### src/rtl/chacha_seq_pkg.sv
// rtl/chacha_seq_pkg.sv - shared state encoding and block geometry for the ChaCha sequencer
package chacha_seq_pkg;

  typedef enum logic [1:0] {
    ST_LOAD  = 2'd0,
    ST_CALC  = 2'd1,
    ST_DRAIN = 2'd2
  } seq_state_e;

  localparam logic [5:0] LOAD_BASE       = 6'd16;
  localparam int         LOAD_BYTES      = 48;
  localparam int         BLOCK_BYTES     = 64;
  localparam int         STEPS_PER_ROUND = 4;

endpackage

### src/rtl/chacha_seq_cnt.sv
// rtl/chacha_seq_cnt.sv - up-counter with enable, clear (clear wins) and terminal-count flag
module chacha_seq_cnt #(
  parameter int           W    = 6,
  parameter logic [W-1:0] LAST = '1
) (
  input  logic         clk,
  input  logic         rst_n,
  input  logic         en,
  input  logic         clr,
  output logic [W-1:0] cnt,
  output logic         tc
);

  logic [W-1:0] cnt_d, cnt_q;

  always_comb begin
    cnt_d = cnt_q;
    if (clr) begin
      cnt_d = '0;
    end else if (en) begin
      cnt_d = cnt_q + W'(1);
    end
  end

  always_ff @(posedge clk or negedge rst_n) begin
    if (!rst_n) begin
      cnt_q <= '0;
    end else begin
      cnt_q <= cnt_d;
    end
  end

  assign cnt = cnt_q;
  assign tc  = (cnt_q == LAST);

endmodule

### src/rtl/chacha_block_seq.sv
// rtl/chacha_block_seq.sv - load/calc/drain sequencer for the column quarter-round array
// Optional abort input enabled by defining SEQ_ABORT_EN.
module chacha_block_seq
  import chacha_seq_pkg::*;
#(
  parameter int ROUNDS = 20
) (
  input  logic       clk,
  input  logic       rst_n,
  input  logic [7:0] in_data,
  input  logic       in_valid,
  output logic       in_ready,
  output logic [7:0] out_data,
  output logic       out_valid,
  input  logic       out_ready,
  output logic       q_write,
  output logic       q_calc,
  output logic [1:0] q_step,
  output logic [5:0] q_addr,
  output logic [7:0] q_wdata,
  input  logic [7:0] q_rdata,
  output logic       q_diag,
`ifdef SEQ_ABORT_EN
  input  logic       abort,
`endif
  output logic       busy,
  output logic       done
);

  localparam int CALC_CYCLES = STEPS_PER_ROUND * ROUNDS;
  localparam int CYC_W       = (CALC_CYCLES > 1) ? $clog2(CALC_CYCLES) : 1;

`ifdef SEQ_ABORT_EN
  logic abort_i;
  assign abort_i = abort;
`else
  localparam logic abort_i = 1'b0;
`endif

  seq_state_e state_d, state_q;

  logic [5:0]       ld_cnt, rd_cnt;
  logic [CYC_W-1:0] cyc;
  logic             ld_tc, rd_tc, cyc_tc;
  logic             ld_beat, rd_beat, in_calc;

  assign ld_beat = (state_q == ST_LOAD) && in_valid && !abort_i;
  assign rd_beat = (state_q == ST_DRAIN) && out_ready && !abort_i;
  assign in_calc = (state_q == ST_CALC) && !abort_i;

  chacha_seq_cnt #(.W(6), .LAST(6'(LOAD_BYTES - 1))) u_ld_cnt (
    .clk   (clk),
    .rst_n (rst_n),
    .en    (ld_beat),
    .clr   (abort_i || (ld_beat && ld_tc)),
    .cnt   (ld_cnt),
    .tc    (ld_tc)
  );

  chacha_seq_cnt #(.W(CYC_W), .LAST(CYC_W'(CALC_CYCLES - 1))) u_cyc_cnt (
    .clk   (clk),
    .rst_n (rst_n),
    .en    (in_calc),
    .clr   (abort_i || (in_calc && cyc_tc)),
    .cnt   (cyc),
    .tc    (cyc_tc)
  );

  chacha_seq_cnt #(.W(6), .LAST(6'(BLOCK_BYTES - 1))) u_rd_cnt (
    .clk   (clk),
    .rst_n (rst_n),
    .en    (rd_beat),
    .clr   (abort_i || (rd_beat && rd_tc)),
    .cnt   (rd_cnt),
    .tc    (rd_tc)
  );

  // Zero-extend so the round-LSB tap exists even when ROUNDS=1 gives a 2-bit cyc.
  logic [CYC_W:0] cyc_x;
  logic           unused_cyc;
  assign cyc_x      = {1'b0, cyc};
  assign unused_cyc = ^cyc_x;

  always_ff @(posedge clk or negedge rst_n) begin
    if (!rst_n) begin
      state_q <= ST_LOAD;
    end else begin
      state_q <= state_d;
    end
  end

  always_comb begin
    state_d = state_q;
    if (abort_i) begin
      state_d = ST_LOAD;
    end else begin
      unique case (state_q)
        ST_LOAD:  if (ld_beat && ld_tc) state_d = ST_CALC;
        ST_CALC:  if (cyc_tc)           state_d = ST_DRAIN;
        ST_DRAIN: if (rd_beat && rd_tc) state_d = ST_LOAD;
        default:                        state_d = ST_LOAD;
      endcase
    end
  end

  always_comb begin
    in_ready  = 1'b0;
    out_valid = 1'b0;
    out_data  = 8'h00;
    q_write   = 1'b0;
    q_calc    = 1'b0;
    q_step    = 2'd0;
    q_addr    = 6'd0;
    q_wdata   = 8'h00;
    q_diag    = 1'b0;
    busy      = (state_q != ST_LOAD);
    done      = 1'b0;
    unique case (state_q)
      ST_LOAD: begin
        in_ready = 1'b1;
        q_addr   = LOAD_BASE + ld_cnt;
        q_wdata  = in_data;
        q_write  = in_valid;
      end
      ST_CALC: begin
        q_calc = 1'b1;
        q_step = cyc_x[1:0];
        q_diag = cyc_x[2];
      end
      ST_DRAIN: begin
        q_addr    = rd_cnt;
        out_data  = q_rdata;
        out_valid = 1'b1;
        done      = rd_beat && rd_tc;
      end
      default: begin
        in_ready = 1'b0;
      end
    endcase
  end

endmodule

### config.mk
export PLATFORM = sky130hd
export DESIGN_NAME = chacha_block_seq
export DESIGN_NICKNAME = d
export VERILOG_FILES = /design/src/rtl/chacha_seq_pkg.sv /design/src/rtl/chacha_seq_cnt.sv /design/src/rtl/chacha_block_seq.sv
export SDC_FILE = /design/constraint.sdc
export NUM_CORES = 1
export LEC_CHECK = 0
export BUFFER_PORTS_ARGS = -buffer_cell sky130_fd_sc_hd__buf_2
export CAP_MARGIN = 20
export CORE_AREA = 2 2 67 53
export CTS_BUF_LIST = sky130_fd_sc_hd__clkbuf_16
export CTS_CLUSTER_SIZE = 12
export DETAILED_ROUTE_END_ITERATION = 16
export DIE_AREA = 0 0 69 55
export PLACE_DENSITY = 0.77
export SYNTH_ARGS = -nofsm -noshare
export SYNTH_HDL_FRONTEND = slang
export SYNTH_SLANG_ARGS = --single-unit
export TNS_END_PERCENT = 100
### constraint.sdc
create_clock -name clk -period 1.5 [get_ports clk]
set_input_delay 0.3 -clock clk [delete_from_list [all_inputs] [get_ports clk]]
set_output_delay 0.3 -clock clk [all_outputs]
set_load 0.01 [all_outputs]
Yosys cells after proc, flatten, opt, wreduce, memory -nomap -nowiden
Index checks and enable logic that the tools add are counted.
W data, S select, Z words.
- bits in registers: 21
- input port bits: 20
- output and inout port bits: 31
- add/sub/neg operators: 4
- eq/ne operators: 8
- mux-type cells: 20
- reductions and logical operators: 11
- operators by type and width (operator ; number):
    $mux W6 ; 4
    $mux W8 ; 2
    $mux W7 ; 2
    $add A6 B1 Y6 const B ; 2
    $eq A6 B6 Y1 const B ; 2
    $pmux W6 S2 ; 1
    $mux W2 ; 4
    $reduce_bool A2 Y1 ; 4
    $add A7 B1 Y7 const B ; 1
    $eq A7 B7 Y1 const B ; 1
    $add A5 B6 Y6 const A ; 1
    $mux W1 ; 6
    $pmux W2 S3 ; 1
    $logic_and A1 B1 Y1 ; 5
    $ne A2 B1 Y1 const B ; 2
    $reduce_and A3 Y1 ; 1
    $eq A2 B1 Y1 const B ; 1
    $eq A2 B2 Y1 const B ; 1
    $logic_not A2 Y1 ; 1
    $ne A2 B2 Y1 const B ; 1

Longest topological paths before layout
Gate-level depths: netlist of the first run.
- word-level depth: 5
- gate-level depth with buffers: 6
- mapped depth without buffers: 5

By module
From an unflattened synthesis of the first run, not the netlist that was laid out.
- cells, all modules: 141
- area total of the unflattened synthesis: 1321.3 um^2
- modules (own cells, without submodules) (module ; times used ; cells each ; area each (um^2) ; sequential area each (um^2)):
    chacha_block_seq ; 1 ; 54 ; 419.2 ; 50.0
    chacha_seq_cnt (u_cyc_cnt) ; 1 ; 33 ; 339.1 ; 175.2
    chacha_seq_cnt (u_ld_cnt) ; 1 ; 26 ; 281.5 ; 150.1
    chacha_seq_cnt (u_rd_cnt) ; 1 ; 28 ; 281.5 ; 150.1

Least setup slack after synthesis of the first run
OpenSTA, ideal clock, no wires.
- path type: reg-to-output
- from: reg state_q[1]
- to: out q_wdata[0]
- arrival time: 1.239 ns
- required time: 1.200 ns
- slack: -0.039 ns
- stages on the path, launching flop included: 4
- path through: dfrtp_1 > buf_2 > nor2_1 > and2_1
- longest elaborated chain between the ends: 2
- RTL lines (what ; RTL line ; text):
    start: declaration ; chacha_block_seq.sv:40 ; seq_state_e state_d, state_q;
    start signal: assignment ; chacha_block_seq.sv:88 ; state_q <= state_d;
    $logic_not A2 Y1 ; chacha_block_seq.sv:118 ; unique case (state_q)
    $mux W8 ; chacha_block_seq.sv:118 ;
    end: declaration ; chacha_block_seq.sv:20 ; output logic [7:0] q_wdata,
No other way between the ends.

Worst setup path in the final report of the first run
- from: reg u_ld_cnt.cnt_q[4] (netlist: u_ld_cnt.cnt[4])
- to: out q_addr[5]
- longest elaborated chain between the ends: 2
- RTL lines (what ; RTL line ; text):
    start: declaration ; chacha_seq_cnt.sv:14 ; logic [W-1:0] cnt_d, cnt_q;
    start signal: assignment ; chacha_seq_cnt.sv:29 ; cnt_q <= cnt_d;
    $add A5 B6 Y6 ; chacha_block_seq.sv:121 ; q_addr = LOAD_BASE + ld_cnt;
    $pmux W6 S2 ; chacha_block_seq.sv:118 ;
    end: declaration ; chacha_block_seq.sv:19 ; output logic [5:0] q_addr,
No other way between the ends.

==> results of run 1 <==
[final cells by class]
type	instances	area [sq um]
clock inverter	1	3.754
inverter	6	25.02
clock buffer	3	75.07
timing repair buffer	81	559.3
multi-input combinational	113	817.0
fill	269	1094
sequential	21	529.3
tap	40	50.05
[kinds of logic (layout without fill, tap and decap cells)]
| group | after synthesis | after routing |
|---|---|---|
| and+or+nand+nor | 71 | 72 |
| buffers and inverters | 12 | 91 |
| muxes | 8 | 8 |
| DFF | 21 | 21 |
| xor gates and xnor gates | 5 | 5 |
| adders and majority gates | 4 | 4 |
| AOI/OAI and AO/OA | 24 | 24 |
[critical path: cells and delay by family (launching register included)]
kind | cells | cell delay [ns]
flops | 1 | 0.35
fa+ha+maj | 1 | 0.29
buf+inv | 2 | 0.18
simple gates | 2 | 0.16
compound gates | 1 | 0.04
[metrics by stage]
stage          power (uW)  setup TNS, ns  hold slack [ns]  util (%)  std cells
2_1_floorplan        1629              0         0.004409         -        145
3_3_place_gp         2100              0           0.2825     54.56        245
3_5_place_dp         2124              0           0.2905     54.56        245
4_1_cts              2896         -1.536          0.02232     62.62        263
5_1_grt              3196         -3.217          0.04121     65.32        265
6_report             2982         -1.395         0.007715     65.32        265
[cells in the mapped netlist (all sizes together) (2+ instances only)]
master | number | share of area (%)
a21oi | 6 | 2.3
a31oi | 3 | 1.4
and2 | 20 | 9.4
and3 | 2 | 0.94
buf | 3 | 1.6
clkbuf | 3 | 0.85
dfrtp | 21 | 40
ha | 4 | 3.8
inv | 6 | 1.7
mux2 | 4 | 3.4
mux2i | 4 | 3.0
nand2 | 12 | 3.4
nand3 | 7 | 2.6
nand3b | 2 | 2.1
nand4 | 3 | 1.4
nor2 | 13 | 3.7
nor3 | 3 | 1.5
o21ai | 7 | 2.6
o31ai | 2 | 1.1
xnor2 | 4 | 2.6
[state kept, by name, indices dropped and copies added, names as in the netlist]
register	cells
state_q	2
u_cyc_cnt.cnt	7
u_ld_cnt.cnt	6
u_rd_cnt.cnt	6
[timing repair]
action / 4_1_cts / 5_1_grt
setup buffers: 13 / 3
gates resized for setup: 22 / 18
setup endpoints to repair: 30 / 40
pin swaps: 14 / 4
gates cloned: 1 / 0
endpoints found under the hold margin: 0 / 0
[power groups by stage]
stage	Combinational, uW	Clock [uW]	Sequential, uW
floorplan	816	0	812
global placement	1230	0	865
detailed placement	1260	0	869
CTS	1470	561	864
global route	1700	597	901
finish	1540	561	877
[metal layers]
layer / wire [um] / GRT usage (%) / vias to the layer above
li1: - / - / 666
met3: 192 / 4.891 / 8
met1: 1614 / 24.16 / 684
met5: 0 / 0 / -
met4: 72 / 5.556 / 0
met2: 1844 / 35.42 / 45
[worst max-delay path by stage]
stage	startpoint	to	slack [ns]	depth (start not counted)
CTS	state_q[1]	q_wdata[5]	-0.09	4
floorplan	state_q[1]	u_ld_cnt.cnt[4]	0.09	3
global route	state_q[1]	q_addr[2]	-0.14	4
global placement	state_q[1]	u_ld_cnt.cnt[4]	0.06	3
finish	u_ld_cnt.cnt[4]	q_addr[5]	-0.08	6
detailed placement	state_q[1]	u_ld_cnt.cnt[4]	0.05	3
==> results by group, run 1 <==
Die
  • Core box area: 3153 sq um
  • Num ports: 51
  • Die area: 3795 sq um
  • Die width: 69 um
  • Row cnt: 18
  • Die height: 55 um
  • Starting density of the core: 42.18%

Critical path
  • Kind of critical path: reg -> out
  • Worst setup SP type: flop
  • Worst R2R Setup Slack: -0.05 ns
  • Critical R2R Capture: u_ld_cnt.cnt[4]
  • Worst path required time: 1.20 ns
  • Slowest cell on crit path: dfrtp_1
  • CP Max Fanout: 2
  • Crit-path cells: inv_1, ha_1, nor2_2, a21oi_1, nor2_1, buf_2
  • Worst EP arrival: 1.28 ns
  • RR Startpoint: state_q[1]
  • Largest stage delay on the critical path: 0.35 ns
  • R2r worst-path depth: 5
  • Crit path capture type: output port

Clock network
  • Clk_lat worst skew: 0.25 ns
  • Hold buffers post-CTS: 0
  • H-tree levels: 1
  • CTS clock-pin slew for the worst setup and hold paths: 0.06 ns
  • CTS Buf Count: 3
  • Max Root-Sink Buffers: 2
  • CTS tree: yes
  • Clk sinks: 21
  • Root Buffer: clkbuf_16

Placed design
  • Placed cell areas: 1720 sq um
  • Place WS: 0.04582 ns
  • I/O Buffers: 50
  • Routability Congestion: 0.7761
  • Placed wire-length estimate: 2367 um

Synth
  • Synth Area in Compound Gates: 11.48%
  • Post-Synth Adder-Cell Area: 3.763%
  • Yosys cell types: 40
  • Synthesized netlist cell count: 145
  • Synth Area in XOR/XNOR: 3.293%
  • Main synth FF type: dfrtp_1
  • Post-synth EDFFs: 0
  • Synth Area per Inst: 9.173 sq um
  • Synth Register Bits: 21
  • Seq/Total Area, Yosys: 39.51%
  • Post-synth ARST share: 100.0%
  • Synthesized cell area: 1330 sq um
  • Net Count, Synth: 169
  • Post-Synth Simple-Gate Area: 31.42%
  • Post-synthesis mux area share: 6.397%
  • Largest family of logic cells by synthesized area: simple AND/OR/NAND/NOR gates
  • YS warnings: 0

Layout
  • Most frequent cells in the layout: buf_2, buf_4, dfrtp_1, buf_6, and2_1
  • Share of post-route cells with drive strength above 1: 51.56%
  • Ant. Diodes: 0
  • Nets@finish: 250
  • Commonest non-fill, non-tap cell in the layout: buf_2
  • Final Instance Area: 2059 sq um
  • Area growth, synth to finish: 54.85%

STA
  • Final WS setup: -0.07594 ns
  • Slew of the pin with the lowest slew margin: 0.4936 ns
  • Number of setup violations in the final report: 32
  • Relative slew slack: 67.09%
  • Crit share post-route: 105.1%
  • RSZ-0062 raised after global routing: yes
  • Hold Vio Cnt, Final: 0
  • Max Slew Vio Count: 0
  • Clock Skew: 0.006222 ns
  • FMAX: 634.5 MHz
  • Shortest period the worst path allows: 1.576 ns

Global route
  • Initial antenna violation count: 0
  • First-pass GRT wire length: 5858 um
  • Grt ovf: 0
  • GRT Total Usage: 19.64%
  • Largest net degree at the start of global routing: 22
  • Vias in the first global route: 1260

Power
  • Power share of the combinational group: 51.8%
  • Sw Pwr: 1101 uW
  • Sw Ratio: 36.91%
  • Leak pwr: 0.001052 uW
  • Int Pwr: 1882 uW
  • Seq pwr share: 29.4%
  • Part of the power in the clock network: 18.8%
  • PD cells: 1448 nW/um^2
  • VDD IR max: 0.9597 mV

Worst hold path
  • Min-delay worst type: in -> async

Detailed routing
  • WL final: 3724 um
  • Wire length per cell: 14.05 um
  • Via density: 5.294
  • Final ANT Viol Nets: 0
  • TritonRoute pass-1 iters: 5
  • DR iter-0 viols: 34
  • DR DRC count: 0
  • Via Count: 1403

Status
  • Failing checks: setup timing
  • Outcome: complete, but fails checks

Flow run
  • Max Cap Violations: 0
Note: power is estimated with default switching activity, not from simulation.
==> run 2: changes to the inputs <==
- ABC_AREA: default -> 1
- CORE_AREA: 2 2 67 53 -> 2 2 66 52
- DIE_AREA: 0 0 69 55 -> 0 0 68 54
- PLACE_DENSITY: 0.77 -> 0.78
==> run 2 against run 1 <==
Effect of this change: the run still ends with setup timing left; setup slack worse by 0.079 ns; sequential power fell by 4.4%; critical path type unchanged; clock skew shrank 0.0027 ns; hold slack got worse by 0.0053 ns; wire length is 2.4% higher; total power fell by 1.4%; core utilization down 0.46 points; non-clock buffer count shrank 15; sequential cell count unchanged; sequential share of layout area rose by 0.43 points.
==> results by group, run 2 <==
Layout
  • Max reg flops: 7 (unchanged)
  • FF/Latch Area: 526.8 sq um (was 529.3 sq um)
  • Multi-input logic area: 733.2 sq um (was 817.0 sq um)
  • Filler instances: 235 (was 269)
  • Final Instance Area: 2016 sq um (was 2059 sq um)
  • Share of post-route cells with drive strength above 1: 37.16% (was 51.56%)
  • Nets@finish: 286 (was 250)
  • Ant. Diodes: 0 (unchanged)
  • Commonest non-fill, non-tap cell in the layout: inv_1 (was buf_2)
  • Most frequent cells in the layout: inv_1, buf_2, nand2_1, nor2_1, dfrtp_1 (was buf_2, buf_4, dfrtp_1, buf_6, and2_1)
  • Area growth, synth to finish: 56.86% (was 54.85%)
  • Fin util: 64.86% (was 65.32%)

Critical path
  • Largest stage delay on the critical path: 0.39 ns (was 0.35 ns)
  • Crit-path cells: ha_4, nand3_4, nor2_4, nand3_2, inv_1, buf_2 (was inv_1, ha_1, nor2_2, a21oi_1, nor2_1, buf_2)
  • RR Startpoint: u_rd_cnt.cnt[0] (was state_q[1])
  • Worst setup path start: u_rd_cnt.cnt[0] (was u_ld_cnt.cnt[4])
  • Worst EP arrival: 1.35 ns (was 1.28 ns)
  • CP Max Fanout: 2 (unchanged)
  • Slowest cell on crit path: dfrtp_1 (unchanged)
  • Crit path capture type: output port (unchanged)
  • CP Buf/Inv Count: 2 (unchanged)
  • Worst path required time: 1.20 ns (about the same)
  • Worst setup SP type: flop (unchanged)
  • Worst R2R Setup Slack: 0.04 ns (was -0.05 ns)
  • Worst path top cell family by delay: flip-flops (unchanged)
  • Kind of critical path: reg -> out (unchanged)

Global route
  • Vias in the first global route: 1150 (was 1260)
  • First-pass GRT wire length: 5126 um (was 5858 um)
  • Grt ovf: 0 (unchanged)
  • Initial antenna violation count: 0 (unchanged)
  • GRT Total Usage: 18.81% (was 19.64%)
  • Largest net degree at the start of global routing: 22 (unchanged)

Clock network
  • Clk_lat worst skew: 0.25 ns (about the same)
  • CTS tree: yes (unchanged)
  • CTS Buf Count: 3 (unchanged)
  • Clk sinks: 21 (unchanged)
  • Root Buffer: clkbuf_16 (unchanged)
  • H-tree levels: 1 (unchanged)
  • CTS clock-pin slew for the worst setup and hold paths: 0.06 ns (about the same)
  • Max Root-Sink Buffers: 2 (unchanged)
  • Hold buffers post-CTS: 0 (unchanged)

STA
  • Clock Skew: 0.003563 ns (was 0.006222 ns)
  • Crit share post-route: 110.3% (was 105.1%)
  • FMAX: 604.4 MHz (was 634.5 MHz)
  • Relative slew slack: 67.55% (was 67.09%)
  • Final WS setup: -0.1545 ns (was -0.07594 ns)
  • Slew of the pin with the lowest slew margin: 0.4867 ns (was 0.4936 ns)
  • Hold Vio Cnt, Final: 0 (unchanged)
  • Shortest period the worst path allows: 1.655 ns (was 1.576 ns)
  • Number of setup violations in the final report: 27 (was 32)
  • RSZ-0062 raised after global routing: yes (unchanged)
  • Max Slew Vio Count: 0 (unchanged)

Synth
  • Synth Register Bits: 21 (unchanged)
  • Yosys cell types: 15 (was 40)
  • Post-synth EDFFs: 0 (unchanged)
  • YS warnings: 0 (unchanged)
  • Post-synth ARST share: 100.0% (unchanged)
  • Post-synth top area share: 40.90% (was 39.51%)
  • List of most frequent post-synthesis cells: inv_1, nand2_1, nor2_1, dfrtp_1, nand3_1 (was dfrtp_1, and2_1, nor2_1, nand2_1)
  • Synthesized netlist cell count: 193 (was 145)
  • Net Count, Synth: 217 (was 169)
  • Main synth FF type: dfrtp_1 (unchanged)
  • Area contributors post-synth: dfrtp_1, inv_1, nand2_1, nor2_1, nand3_1 (was dfrtp_1, and2_1, ha_1, nor2_1, nand2_1)
  • Count leader, synth: inv_1 (was dfrtp_1)
  • Seq/Total Area, Yosys: 40.90% (was 39.51%)
  • Synth area leader: dfrtp_1 (unchanged)
  • Synth Area per Inst: 6.658 sq um (was 9.173 sq um)
  • Synthesized cell area: 1285 sq um (was 1330 sq um)

Detailed routing
  • Via Count: 1392 (was 1403)
  • TritonRoute pass-1 iters: 4 (was 5)
  • WL final: 3813 um (was 3724 um)
  • DR DRC count: 0 (unchanged)
  • Via density: 4.625 (was 5.294)
  • Wire length per cell: 12.67 um (was 14.05 um)
  • Final ANT Viol Nets: 0 (unchanged)
  • DR iter-0 viols: 90 (was 34)

Die
  • Die area: 3672 sq um (was 3795 sq um)
  • Core box area: 3108 sq um (was 3153 sq um)
  • Starting density of the core: 41.34% (was 42.18%)
  • Die width: 68 um (was 69 um)
  • Row cnt: 18 (unchanged)
  • Num ports: 51 (unchanged)
  • Die height: 54 um (was 55 um)

Status
  • Outcome: complete, but fails checks (unchanged)
  • Failing checks: setup timing (unchanged)

Placed design
  • Placed cell areas: 1605 sq um (was 1720 sq um)
  • Place WS: 0.03881 ns (was 0.04582 ns)
  • I/O Buffers: 50 (unchanged)
  • Placed wire-length estimate: 2371 um (was 2367 um)
  • Routability Congestion: 0.8415 (was 0.7761)

Power
  • Leak pwr: 0.001150 uW (was 0.001052 uW)
  • PD cells: 1458 nW/um^2 (was 1448 nW/um^2)
  • VDD IR max: 0.8806 mV (was 0.9597 mV)

Worst hold path
  • Min-delay worst type: in -> async (unchanged)

Flow run
  • Max Cap Violations: 0 (unchanged)
-- run 2: path summary, 6_finish.rpt --
kind	end	cells past startpoint
min in group clk	u_ld_cnt.cnt[3]	4
min	u_cyc_cnt.cnt[1]	1
min reg2reg	u_ld_cnt.cnt[0]	2
max in group asynchronous	state_q[1]	1
max reg2reg	u_rd_cnt.cnt[3]	8
max	done	6
-- run 2: final cells by class --
cell class | count | share of cell area, %
sequential | 21 | 26.13
tap | 40 | 2.483
clock buffer | 3 | 3.724
inverter | 45 | 8.504
multi-input combinational | 125 | 36.37
timing repair buffer | 66 | 22.59
clock inverter | 1 | 0.1862
-- run 2: cells by family (layout without fill, tap and decap cells) --
logic type	after synthesis	after routing	synth area share [%]
buf+inv	47	115	13.92
fa+ha+maj	4	4	3.895
flops	21	21	40.90
compound gates	13	13	5.452
simple gates	103	103	32.42
xor+xnor	5	5	3.409
-- run 2: layer usage --
layer	wire length, um	GRT usage, %	share of wire, %	vias to the layer above
met5	0	0	0	-
met1	1662	25.06	44	642
li1	-	-	-	713
met3	128	5.649	3.4	8
met4	91	4.000	2.4	0
met2	1931	30.26	51	29
-- run 2: report_power, final --
part / switching [uW] / total [uW] / leakage [uW] / internal [uW]
sequential: 122 / 838 / 0.000255 / 716
combinational: 876 / 1540 / 0.000852 / 668
clock: 202 / 557 / 0.0000423 / 355
total: 1200 / 2940 / 0.00115 / 1740
-- run 2: timing repair --
item / CTS / global route
gates cloned: 0 / 1
hold endpoints to repair: 0 / 0
resized for setup: 16 / 42
setup buffers: 7 / 4
setup endpoints to repair: 27 / 29
pin swaps: 4 / 3
-- run 2: worst reg2reg max path: cells and delay by family (launching register included) --
family	cells	cell delay [ns]
flip-flops	1	0.39
buffers and inverters	3	0.31
AND/OR/NAND/NOR	3	0.26
AO/OA/AOI/OAI	1	0.21
adder cells (fa/ha/maj)	1	0.17
-- run 2: stage by stage --
| stage | power, uW | hold slack, ns | cells | TNS (ns) |
|---|---|---|---|---|
| after global routing | 3180 | 0.04162 | 301 | -3.220 |
| after floorplan | 1551 | 0.004409 | 193 | 0 |
| after CTS | 2629 | 0.02002 | 296 | -0.8157 |
| final | 2940 | 0.002426 | 301 | -1.492 |
| after detailed placement | 2006 | 0.2910 | 285 | 0 |
| after global placement | 1984 | 0.2874 | 285 | 0 |
==> run 3: changes to the inputs <==
- SKIP_CTS_REPAIR_TIMING: default -> 1
==> run 3 against run 2 <==
Effect of this change: the run ends with hold timing, setup timing left; register-to-register slack better by 0.09 ns; design area down 0.62%; hold slack worse by 0.0040 ns; first-iteration DRC count down 4.4%; clock-buffer cell count unchanged; clock power about the same; cell count down 0.66%; setup slack worse by 0.027 ns; non-clock buffer count down 2; highest routed layer unchanged.
==> results by group, run 3 (synthesis results as in run 2) <==
Status
  • Outcome: complete, but fails checks (unchanged)
  • Failing checks: hold timing, setup timing (was setup timing)

Layout
  • Most frequent cells in the layout: inv_1, buf_2, nand2_1, nor2_1, dfrtp_1 (unchanged)
  • Nets@finish: 284 (was 286)
  • Final Instance Area: 2003 sq um (was 2016 sq um)
  • Ant. Diodes: 0 (unchanged)
  • Commonest non-fill, non-tap cell in the layout: inv_1 (unchanged)
  • Area growth, synth to finish: 55.89% (was 56.86%)
  • Max reg flops: 7 (unchanged)
  • Share of post-route cells with drive strength above 1: 37.07% (was 37.16%)

Critical path
  • Crit path capture type: output port (unchanged)
  • Worst path required time: 1.20 ns (about the same)
  • Critical R2R Capture: u_cyc_cnt.cnt[3] (was u_rd_cnt.cnt[3])
  • Kind of critical path: reg -> out (unchanged)
  • R2r worst-path depth: 7 (was 8)
  • Worst setup SP type: flop (unchanged)
  • Worst EP arrival: 1.38 ns (was 1.35 ns)
  • Worst R2R Setup Slack: 0.13 ns (was 0.04 ns)
  • CP Max Fanout: 4 (was 2)
  • RR Startpoint: state_q[0] (was u_rd_cnt.cnt[0])

Clock network
  • Clk_lat worst skew: 0.25 ns (about the same)
  • Clk sinks: 21 (unchanged)
  • CTS Buf Count: 3 (unchanged)
  • Max Root-Sink Buffers: 2 (unchanged)
  • CTS tree: yes (unchanged)
  • Root Buffer: clkbuf_16 (unchanged)
  • H-tree levels: 1 (unchanged)
  • CTS clock-pin slew for the worst setup and hold paths: 0.05 ns (was 0.06 ns)

Placed design
  • I/O Buffers: 50 (unchanged)
  • Placed cell areas: 1605 sq um (unchanged)
  • Placed wire-length estimate: 2371 um (unchanged)
  • Routability Congestion: 0.8415 (unchanged)

Detailed routing
  • WL final: 3919 um (was 3813 um)
  • DR DRC count: 0 (unchanged)
  • DR iter-0 viols: 86 (was 90)
  • Final ANT Viol Nets: 0 (unchanged)
  • Via Count: 1425 (was 1392)
  • TritonRoute pass-1 iters: 4 (unchanged)
  • Via density: 4.766 (was 4.625)
  • Wire length per cell: 13.11 um (was 12.67 um)

Die
  • Starting density of the core: 41.34% (unchanged)
  • Num ports: 51 (unchanged)
  • Die area: 3672 sq um (unchanged)
  • Row cnt: 18 (unchanged)
  • Die height: 54 um (unchanged)
  • Die width: 68 um (unchanged)
  • Core box area: 3108 sq um (unchanged)

Power
  • PD cells: 1542 nW/um^2 (was 1458 nW/um^2)
  • Total power: 3089 uW (was 2940 uW)
  • Leak pwr: 0.001138 uW (was 0.001150 uW)
  • VDD IR max: 0.9460 mV (was 0.8806 mV)

STA
  • Crit share post-route: 112.1% (was 110.3%)
  • Clock Skew: 0.002865 ns (was 0.003563 ns)
  • Hold Vio Cnt, Final: 2 (was 0)
  • Shortest period the worst path allows: 1.682 ns (was 1.655 ns)
  • Hold_ws: -0.001610 ns (was 0.002426 ns)
  • RSZ-0062 raised after global routing: yes (unchanged)
  • Slew of the pin with the lowest slew margin: 0.4774 ns (was 0.4867 ns)
  • Max Slew Vio Count: 0 (unchanged)
  • Setup TNS: -2.328 ns (was -1.492 ns)
  • Number of setup violations in the final report: 30 (was 27)
  • Final WS setup: -0.1819 ns (was -0.1545 ns)
  • FMAX: 594.6 MHz (was 604.4 MHz)
  • Relative slew slack: 68.17% (was 67.55%)

Global route
  • First-pass GRT wire length: 4629 um (was 5126 um)
  • Largest net degree at the start of global routing: 22 (unchanged)
  • GRT Total Usage: 16.90% (was 18.81%)
  • Vias in the first global route: 1058 (was 1150)
  • Grt ovf: 0 (unchanged)
  • Initial antenna violation count: 0 (unchanged)

Worst hold path
  • Min-delay worst type: in -> async (unchanged)

Flow run
  • Max Cap Violations: 0 (unchanged)
==> run 3: metrics by stage <==
stage | utilization, % | setup WS [ns] | instances
final | 64.45 | -0.1819 | 299
after global placement | 51.65 | 0.09853 | 285
after detailed placement | 51.65 | 0.03881 | 285
after global routing | 64.45 | -0.2382 | 299
after floorplan | - | 0.2056 | 193
after CTS | 54.19 | -0.2393 | 289
==> run 3: final cells by class <==
class	instances	area, sq um
sequential	21	526.8
clock buffer	3	75.07
inverter	45	171.4
clock inverter	1	3.754
timing repair buffer	64	432.9
tap	40	50.05
multi-input combinational	125	743.2
fill	235	1105
==> run 3: report_power, final <==
part	leakage, uW	internal [uW]	total (uW)	switching, uW
Sequential	0.000255	716	858	142
Clock	0.0000423	355	557	202
Combinational	0.000840	749	1670	925
==> run 3: worst max-delay path, stage by stage, from the launching register on <==
cell,delay (ns)
dfrtp_1,0.44
inv_4,0.14
nand3_4,0.09
nor2_4,0.14
nand3_2,0.11
inv_1,0.08
buf_2,0.13
==> run 3: worst max-delay path by stage <==
stage	start	cells past startpoint	slack [ns]	end
2_1_floorplan	state_q[0]	5	0.21	done
3_3_place_gp	u_rd_cnt.cnt[1]	6	0.1	done
3_5_place_dp	u_rd_cnt.cnt[1]	6	0.04	done
4_1_cts	u_rd_cnt.cnt[1]	6	-0.24	done
5_1_grt	u_rd_cnt.cnt[1]	6	-0.24	done
6_report	state_q[0]	6	-0.18	done
==> run 3: metal layers <==
layer	part of all wire [%]	routed length (um)	track usage [%]
met1	42	1656	24.20
met2	51	2007	25.57
met3	4.7	185	5.439
met4	1.8	70	2.000
met5	0	0	0
